$ cat config.mk
export PLATFORM = sky130hd
export DESIGN_NAME = qerv_pcgen
export DESIGN_NICKNAME = d
export VERILOG_FILES = /design/src/rtl/qerv_pcgen_pkg.sv /design/src/rtl/qerv_pcgen_ser_add.sv /design/src/rtl/qerv_pcgen.sv
export SDC_FILE = /design/constraint.sdc
export NUM_CORES = 1
export LEC_CHECK = 0
export BUFFER_PORTS_ARGS = -buffer_cell sky130_fd_sc_hd__clkbuf_2
export CORE_UTILIZATION = 49
export CTS_CLUSTER_SIZE = 16
export DETAILED_ROUTE_END_ITERATION = 7
export PLACE_DENSITY = 0.76
export SLEW_MARGIN = 20
export SYNTH_ARGS = -nofsm -noshare
export SYNTH_HDL_FRONTEND = slang
export SYNTH_SLANG_ARGS = --single-unit
$ cat constraint.sdc
create_clock -name clk -period 3.2 [get_ports clk]
set_input_delay 0.96 -clock clk [delete_from_list [all_inputs] [get_ports clk]]
set_output_delay 0.96 -clock clk [all_outputs]
set_load 0.03 [all_outputs]
$ cat src/rtl/qerv_pcgen_pkg.sv
// Shared types and helpers for the qerv program-counter generator.
// The optional misaligned-jump trap is enabled by QERV_PCGEN_MISALIGN_EN.
package qerv_pcgen_pkg;

  typedef enum logic [1:0] {
    ST_IDLE   = 2'd0,
    ST_UPDATE = 2'd1,
    ST_FETCH  = 2'd2
  } state_e;

  localparam logic [31:0] PC_INC_FULL = 32'd4;
  localparam logic [31:0] PC_INC_COMP = 32'd2;
  localparam logic [31:0] UIMM_MASK   = 32'hFFFF_F000;
  localparam logic [31:0] CSR_PC_MASK = 32'hFFFF_FFFC;

  // Number of serial beats needed to move a 32-bit word through W lanes.
  function automatic int beats(input int w);
    return 32 / w;
  endfunction

  // Width of the beat index; never narrower than one bit.
  function automatic int beat_w(input int w);
    return ((32 / w) > 1) ? $clog2(32 / w) : 1;
  endfunction

endpackage

$ cat src/rtl/qerv_pcgen_ser_add.sv
// W-bit slice of a bit-serial adder. The carry is held between beats,
// ignored on the first beat and dropped after the last one.
module qerv_pcgen_ser_add #(
  parameter int W = 1
) (
  input  logic         clk,
  input  logic         i_rst,
  input  logic         i_en,
  input  logic         i_clr,
  input  logic         i_flush,
  input  logic [W-1:0] i_a,
  input  logic [W-1:0] i_b,
  output logic [W-1:0] o_sum
);

  logic         r_carry;
  logic         w_cin;
  logic [W:0]   w_full;

  assign w_cin  = i_clr ? 1'b0 : r_carry;
  assign w_full = {1'b0, i_a} + {1'b0, i_b} + {{W{1'b0}}, w_cin};
  assign o_sum  = w_full[W-1:0];

  always_ff @(posedge clk) begin
    if (i_rst || i_flush) begin
      r_carry <= 1'b0;
    end else if (i_en) begin
      r_carry <= w_full[W];
    end
  end

endmodule

$ cat src/rtl/qerv_pcgen.sv
// Program-counter generator for W-bit-serial qerv cores: serial PC update,
// rd / bad-PC streams and ibus fetch. Optional: QERV_PCGEN_MISALIGN_EN.
module qerv_pcgen
  import qerv_pcgen_pkg::*;
#(
  parameter int          W              = 1,
  parameter logic [31:0] RESET_PC       = 32'd0,
  parameter string       RESET_STRATEGY = "MINI",
  parameter bit          WITH_CSR       = 1'b1,
  parameter bit          BOOT_FETCH     = 1'b1,
  localparam int         CW             = beat_w(W)
) (
  input  logic          clk,
  input  logic          i_rst,
  input  logic          i_pc_start,
  input  logic          i_jump,
  input  logic          i_jal_or_jalr,
  input  logic          i_utype,
  input  logic          i_pc_rel,
  input  logic          i_trap,
  input  logic          i_iscomp,
  input  logic [W-1:0]  i_imm,
  input  logic [W-1:0]  i_buf,
  input  logic [W-1:0]  i_csr_pc,
  output logic          o_beat_en,
  output logic [CW-1:0] o_beat,
  output logic [W-1:0]  o_rd,
  output logic [W-1:0]  o_bad_pc,
  output logic [31:0]   o_ibus_adr,
  output logic          o_ibus_cyc,
  input  logic          i_ibus_ack,
  output logic          o_fetch_done,
`ifdef QERV_PCGEN_MISALIGN_EN
  output logic          o_misalign,
`endif
  output logic [1:0]    o_dbg_state
);

  localparam int            BEATS     = beats(W);
  localparam logic [CW-1:0] LAST_BEAT = CW'(BEATS - 1);
  // Both supported strategies initialise the PC; FSM and carries always reset.
  localparam bit PC_HAS_RESET = (RESET_STRATEGY == "MINI") || (RESET_STRATEGY == "NONE");

  state_e        r_state;
  state_e        w_state_nxt;
  logic [CW-1:0] r_beat;
  logic [31:0]   r_pc;
  logic          r_fetch_done;

  logic          w_update;
  logic          w_first;
  logic          w_last;
  logic          w_trap;
  logic          w_skip_fetch;
  logic [31:0]   w_shift;
  logic [31:0]   w_inc_vec;
  logic [W-1:0]  w_pc_lane;
  logic [W-1:0]  w_inc_lane;
  logic [W-1:0]  w_uimm_mask;
  logic [W-1:0]  w_csr_mask;
  logic [W-1:0]  w_rel_a;
  logic [W-1:0]  w_off_b;
  logic [W-1:0]  w_p4;
  logic [W-1:0]  w_off_raw;
  logic [W-1:0]  w_off;
  logic [W-1:0]  w_new;
  logic [W+31:0] w_pc_cat;

  assign w_update  = (r_state == ST_UPDATE);
  assign w_first   = (r_beat == '0);
  assign w_last    = w_update && (r_beat == LAST_BEAT);
  assign w_trap    = WITH_CSR & i_trap;
  assign w_shift   = 32'(r_beat) * 32'(W);
  assign w_inc_vec = i_iscomp ? PC_INC_COMP : PC_INC_FULL;

  // The PC shifts right each beat, so its low W bits are always the current lane.
  assign w_pc_lane   = r_pc[W-1:0];
  assign w_inc_lane  = W'(w_inc_vec >> w_shift);
  assign w_uimm_mask = W'(UIMM_MASK >> w_shift);
  assign w_csr_mask  = W'(CSR_PC_MASK >> w_shift);
  assign w_rel_a     = i_pc_rel ? w_pc_lane : '0;
  assign w_off_b     = i_utype ? (i_imm & w_uimm_mask) : i_buf;

  qerv_pcgen_ser_add #(.W(W)) u_add_inc (
    .clk     (clk),
    .i_rst   (i_rst),
    .i_en    (w_update),
    .i_clr   (w_first),
    .i_flush (w_last),
    .i_a     (w_pc_lane),
    .i_b     (w_inc_lane),
    .o_sum   (w_p4)
  );

  qerv_pcgen_ser_add #(.W(W)) u_add_off (
    .clk     (clk),
    .i_rst   (i_rst),
    .i_en    (w_update),
    .i_clr   (w_first),
    .i_flush (w_last),
    .i_a     (w_rel_a),
    .i_b     (w_off_b),
    .o_sum   (w_off_raw)
  );

  // Target bit 0 is always cleared; only the sum output is masked, not the carry.
  assign w_off    = w_off_raw & ~W'(w_first);
  assign w_new    = w_trap ? (i_csr_pc & w_csr_mask) : (i_jump ? w_off : w_p4);
  assign w_pc_cat = {w_new, r_pc};

`ifdef QERV_PCGEN_MISALIGN_EN
  localparam logic [CW-1:0] MIS_BEAT = CW'(1 / W);
  localparam int            MIS_BIT  = 1 % W;

  logic r_misalign;
  logic w_mis_now;

  assign w_mis_now    = w_update && (r_beat == MIS_BEAT) && i_jump && w_off[MIS_BIT];
  assign w_skip_fetch = w_mis_now | r_misalign;
  assign o_misalign   = r_misalign;

  always_ff @(posedge clk) begin
    if (i_rst) begin
      r_misalign <= 1'b0;
    end else if ((r_state == ST_IDLE) && i_pc_start) begin
      r_misalign <= 1'b0;
    end else if (w_mis_now) begin
      r_misalign <= 1'b1;
    end
  end
`else
  assign w_skip_fetch = 1'b0;
`endif

  // ibus handshake: o_ibus_cyc is high for the whole FETCH state with o_ibus_adr
  // stable; the request completes on the first cycle i_ibus_ack is seen high in
  // FETCH, and ack in any other state is ignored.
  always_comb begin
    w_state_nxt = r_state;
    case (r_state)
      ST_IDLE:   if (i_pc_start) w_state_nxt = ST_UPDATE;
      ST_UPDATE: if (w_last)     w_state_nxt = w_skip_fetch ? ST_IDLE : ST_FETCH;
      ST_FETCH:  if (i_ibus_ack) w_state_nxt = ST_IDLE;
      default:                   w_state_nxt = ST_IDLE;
    endcase
  end

  always_ff @(posedge clk) begin
    if (i_rst) begin
      r_state      <= BOOT_FETCH ? ST_FETCH : ST_IDLE;
      r_beat       <= '0;
      r_fetch_done <= 1'b0;
      if (PC_HAS_RESET) r_pc <= RESET_PC;
    end else begin
      r_state      <= w_state_nxt;
      r_fetch_done <= (r_state == ST_FETCH) && i_ibus_ack;
      if (w_update) begin
        r_pc   <= w_pc_cat[W+31:W];
        r_beat <= w_last ? '0 : r_beat + 1'b1;
      end
    end
  end

  assign o_beat_en    = w_update;
  assign o_beat       = r_beat;
  assign o_rd         = (i_utype ? w_off : '0) | (i_jal_or_jalr ? w_p4 : '0);
  assign o_bad_pc     = w_off;
  assign o_ibus_adr   = r_pc;
  assign o_ibus_cyc   = (r_state == ST_FETCH);
  assign o_fetch_done = r_fetch_done;
  assign o_dbg_state  = r_state;

endmodule

======== Yosys cells after proc, flatten, opt, wreduce, memory -nomap -nowiden ========
Cells that the tools add are included.
W data, S select, Z words.
word-level totals
  flip-flop bits (word level) ............. 42
  latch bits .............................. 0
  bits in writable memories ............... 0
  ROM bits ................................ 0
  input bits .............................. 13
  output and inout port bits .............. 44
  logic and storage cells ................. 45
  memories kept ........................... 0
operators by class
  $add $sub $neg .......................... 5
  multiply operators ...................... 0
  div/mod/pow operators ................... 0
  $lt $le $gt $ge ......................... 0
  equal/unequal tests ..................... 6
  shift operators ......................... 3
  muxes and demuxes ....................... 14
  bitwise logic cells ..................... 5
  reductions and logical operators ........ 6
operators by type and width
  cell                    number
  $shr A32 B5 Y1 const A  2
  $mux W1                 8
  $mux W2                 3
  $pmux W2 S3             1
  $add A5 B1 Y5 const B   1
  $eq A5 B5 Y1 const B    1
  $logic_not A5 Y1        1
  $mux W5                 1
  $shr A3 B5 Y1           1
  $add A1 B1 Y2           2
  $add A2 B1 Y2           2
  $ne A2 B1 Y1 const B    2
  $and A1 B1 Y1           3
  $mux W3                 1
  $reduce_and A3 Y1       1
  $eq A2 B1 Y1 const B    1
  $eq A2 B2 Y1 const B    1
  $logic_and A1 B1 Y1     2
  $logic_not A2 Y1        1
  $ne A2 B2 Y1 const B    1
  $logic_or A1 B1 Y1      1
  $not A1 Y1              1
  $or A1 B1 Y1            1

======== Depth between registers and ports, before layout ========
  word-level depth ........................ 8
  mapped depth ............................ 7
  depth with buffers taken out ............ 7

======== Hierarchy ========
From an unflattened synthesis, not the netlist that was laid out.
unflattened totals
  cell total of the unflattened synthesis .. 210
  area total of the unflattened synthesis .. 1,717.9 um^2
by module, submodules not included
  module              times used  cells an instance  area an instance (um^2)  seq. area each (um^2)
  qerv_pcgen          1           200                1,585.3                  800.8
  qerv_pcgen_ser_add  2           5                  66.3                     20.0

======== Worst setup path before layout ========
OpenSTA, ideal clock, no wires.
  path type ............................... reg2out
  start ................................... register r_beat[1] (netlist: o_beat[1])
  end ..................................... output port o_rd
  data arrival time ....................... 2.414 ns
  required time ........................... 2.240 ns
  slack ................................... -0.174 ns
  cell stages (with the launch flop) ...... 8
  path buffers ............................ 0
  cells stage by stage .................... dfxtp_1 -> inv_1 -> ha_1 -> or4b_4 -> and2_2 -> fa_1 -> and2_4 -> a22o_1
on the way
  longest elaborated chain between the ends .. 8
RTL lines
  element                 line                      text
  from (decl)             qerv_pcgen.sv:46          logic [CW-1:0] r_beat;
  from (signal assigned)  qerv_pcgen.sv:159         r_beat <= w_last ? '0 : r_beat + 1'b1;
  $shr A32 B5 Y1          qerv_pcgen.sv:79          assign w_uimm_mask = W'(UIMM_MASK >> w_shift);
  $and A1 B1 Y1           qerv_pcgen.sv:82          assign w_off_b = i_utype ? (i_imm & w_uimm_mask) : i_buf;
  $mux W1                 qerv_pcgen.sv:82
  $add A1 B1 Y2           qerv_pcgen_ser_add.sv:21  assign w_full = {1'b0, i_a} + {1'b0, i_b} + {{W{1'b0}}, w_cin};
  $add A2 B1 Y2           qerv_pcgen_ser_add.sv:21
  $and A1 B1 Y1 *         qerv_pcgen.sv:107         assign w_off = w_off_raw & ~W'(w_first);
  net o_bad_pc            qerv_pcgen.sv:28          output logic [W-1:0] o_bad_pc,
  $mux W1 *               qerv_pcgen.sv:166         assign o_rd = (i_utype ? w_off : '0) | (i_jal_or_jalr ? w_p4 : '0);
  $or A1 B1 Y1 *          qerv_pcgen.sv:166
  to (decl)               qerv_pcgen.sv:27          output logic [W-1:0] o_rd,
The timed path passes the listed nets; every way through them passes the cells marked *.

======== Worst setup path in the final report ========
  start ................................... register r_beat[0] (netlist: o_beat[0])
  end ..................................... output port o_rd
on the way
  longest elaborated chain between the ends .. 8
RTL lines
  element         line
  $shr A32 B5 Y1  qerv_pcgen.sv:79
  $and A1 B1 Y1   qerv_pcgen.sv:82
  $mux W1         qerv_pcgen.sv:82
  $add A1 B1 Y2   qerv_pcgen_ser_add.sv:21
  $add A2 B1 Y2   qerv_pcgen_ser_add.sv:21
  $and A1 B1 Y1   qerv_pcgen.sv:107
  $mux W1         qerv_pcgen.sv:166
  $or A1 B1 Y1 *  qerv_pcgen.sv:166
Mark *: on every way between the ends. The rest lies on a longest branch, timed or not.

==> reports/qor.csv <==
metric,value,unit
outcome,finished with violations,
critPathMaxFanout,3,
worstSetupStartpointType,flip-flop,
grt_max_degree,44,
syn-num-nets,230,
clkSinkCount,42,
track_usage,0.214,
fp.coreArea,3340,sq um
antenna_cells,0,
synth.ff_latch_count,42,
grt_pass1_wl,5.80,mm
gp_congestion,0.809,
max_cap_viol_count,0,
placed_cell_area,2060,sq um
fmax,291,MHz
viasPerCell,5.12,
fin_ws,-0.231,ns
max_slew_margin,0.441,
endpoint_kind,output pin,
drcViolationCount,0,
p_leak,0.920,nW
fp.dieH,61.1,um
ys.flop_type,dfxtp_1,
cp_slowest_cell,or4b_4,
ctsHoldBuffers,0,
final_area,2170,sq um
syn_inst,212,
cts_made_buffers,5,
synth_edf_count,0,
post-place-cells,308,
nets,289,
io_buffer_count,56,
dieArea,3740,sq um
cp_num_buf_inv,2,
wl,3.69,mm
fin_crit,3.43,ns
cts-htree-levels,2,
synth.avg_cell_area,8.08,sq um
die_w,61.1,um
crit_top_cell,and2_4,
pin_count,57,
min_path_type,reg2reg,
synth_warnings,0,
grt.overflow.total,0,
drt-initial-drc-count,83,
fin_skew,0.00427,ns
area_delta_synth_final,26.7,%
synth_area,1710,sq um
violations,setup timing,
insertion_delay,0.35,ns
setup_viol,2,
crit_required,2.24,ns
cts_tree,built,
ant_nets,0,
antenna_found_initial,0,
num_vias,1627,
cts_root_buf,clkbuf_4,
crit_type,reg2out,
path_cells,inv_2 > ha_4 > or4b_4 > and2_4 > fa_1 > and2_4 > a22o_4 > buf_8,
worst_ep_arrival_time,2.47,ns
drive_gt1_frac,0.320,
rsz0062_at_grt,yes,
final_cells,318,
clock_path_buffers,2,
ir_worst_vdd,0.000271,V
grt_pass1_vias,1363,
dr.pass1.iters,4,
num_rows,21,
cts.clk_slew.worst_paths,0.11,ns
dp_hpwl,2.47,mm
hold_viol,0,
place_ws,-0.204,ns
yosysSeqAreaShare,0.491,
fin_setup_tns,-0.375,ns
path_delay_family,simple AND/OR/NAND/NOR gates,
slew_viol_final,0,
wl_per_cell,11.6,um
min_period_over_period,1.07,
synthArstFlopShare,0,
start_util,0.513,
ys_types,34,
slowest_delay,0.47,ns
holdWs,0.458,ns
worst_slew_pin_slew,0.838,ns
p_per_area,391,nW/um^2
[cell usage after synthesis, drive strengths merged (2+ instances only)]
cell,instances,share of area
a21oi,40,0.12
and2,4,0.018
buf,7,0.022
clkbuf,8,0.018
dfxtp,42,0.49
fa,2,0.023
ha,3,0.022
inv,6,0.013
nand2,67,0.15
nand3,8,0.023
nor2,2,0.0044
nor3,2,0.0058
o21ai,3,0.0088
or3,2,0.0080
[logic make-up after synthesis]
family | share of synthesized area
muxes | 0.00584
AOI/OAI and AO/OA | 0.160
adders and majority gates | 0.0453
buffers and inverters | 0.0526
DFF | 0.491
and+or+nand+nor | 0.245
[worst paths after layout]
kind	cells after the start	from	to	slack (ns)
max	8	o_beat[0]	o_rd	-0.23
min	2	u_add_inc.r_carry	u_add_inc.r_carry	0.46
max reg2reg	7	o_beat[0]	o_ibus_adr[31]	1.03
min reg2reg	2	u_add_inc.r_carry	u_add_inc.r_carry	0.46
[power by group]
part	switching [mW]	internal, mW
Sequential	0.00303	0.525
Clock	0.161	0.107
Combinational	0.0345	0.0182
Total	0.199	0.650
[per-stage QoR]
step / total power [mW] / util
after floorplan: 0.573 / -
after global placement: 0.591 / 0.618
after detailed placement: 0.591 / 0.618
after CTS: 0.857 / 0.650
after global routing: 0.888 / 0.651
final: 0.849 / 0.651
[state kept, by name (all words and copies together) (netlist names)]
signal	cells
o_dbg_state	2
u_add_inc.r_carry	1
o_ibus_adr	32
o_fetch_done	1
o_beat	5
u_add_off.r_carry	1
[area by class of cell]
class / instances / area, sq um
fillers: 308 / 1170
multi-input cells: 149 / 805
flip-flops and latches: 42 / 843
repair buffers: 67 / 383
inverters: 6 / 22.5
clock buffers: 7 / 55.1
clock inverters: 1 / 5.00
well taps: 46 / 57.6
[worst reg2reg max path, stage by stage, from the launching register on]
cell      delay, ns
dfxtp_2        0.34
inv_2          0.07
ha_4           0.13
or4b_4         0.47
and2_2         0.22
fa_1           0.49
o221ai_1       0.20
o32ai_1        0.12
[metal layers]
metal | GRT usage | share of wire | routed length (um)
met2 | 0.363 | 0.48 | 1760
met3 | 0.0483 | 0.059 | 218
met4 | 0.0974 | 0.021 | 76
met5 | 0 | 0 | 0
met1 | 0.258 | 0.44 | 1640
[what timing repair did]
action                                  4_1_cts  5_1_grt
gates resized for setup                       9        2
setup buffers                                 2        0
endpoints found under the setup margin        2        2
pin swaps                                     2        0
hold endpoints to repair                      0        0
[layout by cell type (no fill, tap or decap), types with 2 or more instances in the layout]
cell type	Yosys	layout
nand3_1	8	8
fa_1	2	2
clkbuf_4	0	5
nor2_1	2	2
buf_8	0	2
ha_1	3	2
inv_1	6	4
nand2_1	67	67
dfxtp_2	0	2
buf_4	1	11
nor3_1	2	2
a21oi_1	40	40
inv_2	0	2
dfxtp_1	42	40
and2_4	1	2
o21ai_0	3	3
clkbuf_2	0	54
No activity file was read; power rests on OpenSTA's default activity.
